$ cat config.mk
export PLATFORM = sky130hd
export DESIGN_NAME = masked_and_pipe
export DESIGN_NICKNAME = d
export VERILOG_FILES = /design/src/rtl/masked_pkg.sv /design/src/rtl/masked_and_lane.sv /design/src/rtl/masked_and_pipe.sv
export SDC_FILE = /design/constraint.sdc
export NUM_CORES = 1
export LEC_CHECK = 0
export ABC_CLOCK_PERIOD_IN_PS = 1300
export CAP_MARGIN = 20
export CORE_AREA = 2 2 39 41
export DETAILED_ROUTE_END_ITERATION = 16
export DIE_AREA = 0 0 41 43
export DONT_BUFFER_PORTS = 1
export PLACE_DENSITY_LB_ADDON = 0.12
export SKIP_LAST_GASP = 1
export SYNTH_ARGS = -nofsm -noshare
export SYNTH_HDL_FRONTEND = slang
export SYNTH_SLANG_ARGS = --single-unit
export TNS_END_PERCENT = 100
$ cat constraint.sdc
create_clock -name clk -period 1.3 [get_ports clk]
set_clock_uncertainty 0.05 [all_clocks]
set_input_delay 0.195 -clock clk [delete_from_list [all_inputs] [get_ports clk]]
set_output_delay 0.195 -clock clk [all_outputs]
set_load 0.01 [all_outputs]
$ cat src/rtl/masked_pkg.sv
// Helpers shared by the masked (Boolean-shared) gadgets: randomness count and
// the mapping from an unordered share pair to its randomness bit.
package masked_pkg;

  function automatic int unsigned rs_of(input int unsigned d);
    return d * (d - 1) / 2;
  endfunction

  // Only valid for i < j; enumerates pairs row by row.
  function automatic int unsigned pair_idx(input int unsigned i,
                                           input int unsigned j,
                                           input int unsigned d);
    return i * d - i * (i + 1) / 2 + (j - i - 1);
  endfunction

endpackage

$ cat src/rtl/masked_and_lane.sv
// One bit lane of the two-stage masked AND: stage 1 holds inner and refreshed
// cross products, stage 2 compresses them into the output shares.
module masked_and_lane
  import masked_pkg::*;
#(
  parameter int unsigned D  = 2,
  parameter int unsigned RS = rs_of(D)
) (
  input  logic          clk,
  input  logic          rst_n,
  input  logic          s1_en,
  input  logic          s2_en,
  input  logic [D-1:0]  a,
  input  logic [D-1:0]  b,
  input  logic [RS-1:0] r,
  input  logic          inv,
  output logic [D-1:0]  c
);

  // Kept as distinct registers so synthesis cannot fold shares together
  // before the randomness has been registered in.
  (* keep = "true", dont_touch = "true" *) logic [D-1:0]         inner_q;
  (* keep = "true", dont_touch = "true" *) logic [D-1:0][D-1:0]  cross_q;

  logic [D-1:0]        inner_d;
  logic [D-1:0][D-1:0] cross_d;
  logic [D-1:0]        c_d;

  assign inner_d = a & b;

  // The diagonal of the cross matrix is a constant zero so that every share's
  // XOR-reduce can run over a whole row.
  for (genvar i = 0; i < D; i++) begin : g_row
    for (genvar j = 0; j < D; j++) begin : g_col
      if (i < j) begin : g_up
        localparam int unsigned K = pair_idx(i, j, D);
        assign cross_d[i][j] = (a[i] & b[j]) ^ r[K];
      end else if (i > j) begin : g_lo
        localparam int unsigned K = pair_idx(j, i, D);
        assign cross_d[i][j] = (a[i] & b[j]) ^ r[K];
      end else begin : g_diag
        assign cross_d[i][j] = 1'b0;
      end
    end

    if (i == 0) begin : g_inv
      assign c_d[i] = inner_q[i] ^ (^cross_q[i]) ^ inv;
    end else begin : g_plain
      assign c_d[i] = inner_q[i] ^ (^cross_q[i]);
    end
  end

  always_ff @(posedge clk or negedge rst_n) begin
    if (!rst_n) begin
      inner_q <= '0;
      cross_q <= '0;
      c       <= '0;
    end else begin
      if (s1_en) begin
        inner_q <= inner_d;
        cross_q <= cross_d;
      end
      if (s2_en) begin
        c <= c_d;
      end
    end
  end

endmodule

$ cat src/rtl/masked_and_pipe.sv
// Two-stage valid/ready pipelined masked AND/NAND over W independent lanes of
// D Boolean shares each.
module masked_and_pipe
  import masked_pkg::*;
#(
  parameter int unsigned D = 2,
  parameter int unsigned W = 1
) (
  input  logic                 clk,
  input  logic                 rst_n,
  input  logic                 in_valid,
  output logic                 in_ready,
  input  logic [W*D-1:0]       ina,
  input  logic [W*D-1:0]       inb,
  input  logic [W*rs_of(D)-1:0] rin,
  input  logic                 mode,
  output logic                 out_valid,
  input  logic                 out_ready,
  output logic [W*D-1:0]       out
);

  localparam int unsigned RS = rs_of(D);

  logic s1_v, s2_v, s1_mode;
  logic s1_ready, s2_ready;
  logic s1_en, s2_en;

  assign s2_ready  = !s2_v || out_ready;
  assign s1_ready  = !s1_v || s2_ready;
  assign in_ready  = s1_ready;
  assign s1_en     = in_valid && s1_ready;
  assign s2_en     = s1_v && s2_ready;
  assign out_valid = s2_v;

  always_ff @(posedge clk or negedge rst_n) begin
    if (!rst_n) begin
      s1_v    <= 1'b0;
      s2_v    <= 1'b0;
      s1_mode <= 1'b0;
    end else begin
      if (s1_ready) s1_v <= in_valid;
      if (s2_ready) s2_v <= s1_v;
      if (s1_en)    s1_mode <= mode;
    end
  end

  for (genvar l = 0; l < W; l++) begin : g_lane
    masked_and_lane #(
      .D  (D),
      .RS (RS)
    ) u_lane (
      .clk   (clk),
      .rst_n (rst_n),
      .s1_en (s1_en),
      .s2_en (s2_en),
      .a     (ina[l*D +: D]),
      .b     (inb[l*D +: D]),
      .r     (rin[l*RS +: RS]),
      .inv   (s1_mode),
      .c     (out[l*D +: D])
    );
  end

endmodule

==> run_results.csv <==
group,metric,value,unit
sta,hold_viol,0,
finish,post-route-cell-area,514,um2
finish,antennaDiodeCount,0,
pwr,pwr-share-seq,0.524,
clock_network,clock-root-buffer,"clkbuf_4",
place,dp_cells,48,
routing,drtIter0Drc,1,
sta,fin_crit_sh,0.932,
worst_setup_path,crit_path_max_fanout,3,
clock_network,numCtsBuffers,3,
worst_setup_path,cp.required,1390,ps
sta,period_minus_slack,1210,ps
place,hpwl,586,um
floorplanning,die_area,1760,um2
worst_setup_path,critPathKind,"reg -> reg",
routing,wl_per_cell,13.7,um
finish,mostFrequentLayoutCells,"dfrtp_1 (9), xnor2_1 (4), mux2_4 (3), clkbuf_4 (3), dlygate4sd3_1 (3)",
routing,wirelength,755,um
clock_network,cts_resized,0,
finish,final_common_cell,"dfrtp_1",
clock_network,cts_tree,"done",
place,gp_congestion,0.635,
worst_setup_path,cp-end-kind,"flop",
synthesis,yosysWarnings,0,
sta,worst_pin_slew,414,ps
global_route,grt_remaining_overflow,0,
global_route,grt_pass1_vias,296,
sta,setup-violations-final,0,
pwr,vdd_ir_drop_max,435,uV
routing,vias_per_cell,4.73,
global_route,grt_usage,0.109,
routing,vias,260,
pwr,power_switching,204,uW
floorplanning,die_y,43,um
worst_hold_path,whs_path_depth,1,
sta,slew_headroom,0.723,
sta,final.setup.tns,0,ps
sta,drv_slew,0,
global_route,grt_start_max_net_pins,10,
pwr,p_int,551,uW
finish,nNetsFinal,50,
clock_network,clock-sinks,9,
clock_network,clkLatencyLatePin,260,ps
finish,post-route-util,0.372,
flow_run,cap_violations,0,
floorplanning,core,1380,um2
finish,synthToLayoutAreaGrowth,19.5,%
worst_hold_path,worst_hold_path_type,"in -> reg",
pwr,p_sw_frac,0.270,
pwr,finalPower,754,uW
routing,firstDrtPassIters,2,
pwr,pwr-share-comb,0.190,
clock_network,cts_buffer_depth,2,
clock_network,clkSlewWorstSetupHoldPaths,60,ps
routing,final_antenna_net_count,0,
global_route,grt_antenna_before_repair,0,
pwr,p_per_area,1470,nW/um2
routing,remaining_drc_errors,0,
finish,nFillCells,135,
floorplanning,initial_core_util,0.311,
worst_setup_path,crit_path_start_kind,"flop",
worst_setup_path,arrival,1310,ps
clock_network,cts_hold_buffers,3,
sta,max_freq,825,MHz
place,placed_cell_area,458,um2
synthesis,synth_fp_nets,41,
synthesis,avgSynthCellArea,13.9,um2
synthesis,syn_area,430,um2
worst_setup_path,reg2reg_depth,3,
run_status,status,"finished, final reports clean",
floorplanning,rows,14,
clock_network,cts_setup_buffers,0,
pwr,leakagePower,0.237,nW
sta,rsz0062_at_grt,"false",
synthesis,syn_inst,31,
finish,drive_above_1_share,0.333,
floorplanning,io_pins,14,
finish,instances_no_fill,55,
global_route,grt_pass1_wl,1.21,mm
place,port-buffer-count,0,
clock_network,cts_htree_levels,1,
floorplanning,die_width,41,um
pwr,power_frac_clock,0.286,
[final cells by class]
class | instances | area [um2] | area share
Tap cell | 16 | 20.0 | 0.0389
Multi-Input combinational cell | 21 | 201 | 0.392
Timing Repair Buffer | 4 | 37.5 | 0.0730
Clock buffer | 4 | 26.3 | 0.0511
Sequential cell | 9 | 225 | 0.438
Inverter | 1 | 3.75 | 0.00730
[state kept, by name, summed over array words and instances (netlist names)]
register	flops
g_lane.u_lane.cross_q	2
out_valid	1
s1_v	1
g_lane.u_lane.inner_q	2
s1_mode	1
g_lane.u_lane.c	2
[through the flow]
stage	hold WS, ps	worst slack [ps]
finish	36.5	87.8
detailed placement	-150	82.8
CTS	25.4	70.1
floorplan	-151	113
global route	23.7	31.1
global placement	-150	144
[power groups by stage]
| stage | combinational, mW | sequential (mW) | clock (mW) |
|---|---|---|---|
| after floorplan | 0.115 | 0.390 | 0 |
| after global placement | 0.130 | 0.398 | 0 |
| after detailed placement | 0.134 | 0.402 | 0 |
| after CTS | 0.147 | 0.397 | 0.230 |
| after global routing | 0.164 | 0.405 | 0.243 |
| final | 0.143 | 0.396 | 0.216 |
[path summary, 6_finish.rpt]
check                                            startpoint                           to  slack (ps)
max in group asynchronous                             rst_n                      s1_mode         660
min in group asynchronous                             rst_n        g_lane[0].u_lane.c[0]         250
worst max-delay path                              out_valid        g_lane[0].u_lane.c[0]          90
worst min register to register  g_lane[0].u_lane.inner_q[1]  g_lane[0].u_lane.inner_q[1]         460
worst max register to register                    out_valid        g_lane[0].u_lane.c[0]          90
worst min-delay path                                   mode                      s1_mode          40
[worst max-delay path, stage by stage, from the launching register on]
cell and delay (ps):
dfrtp_1 410, inv_1 80, o21ai_1 210, mux2_2 360
[metal layers]
metal	vias to the layer above	share of wire	track usage
met1	123	0.42	0.125
met3	2	0.075	0.0366
met5	-	0	0
met4	0	0.0053	0.100
met2	13	0.50	0.150
li1	122	-	-
Note: power is estimated with default switching activity, not from simulation.
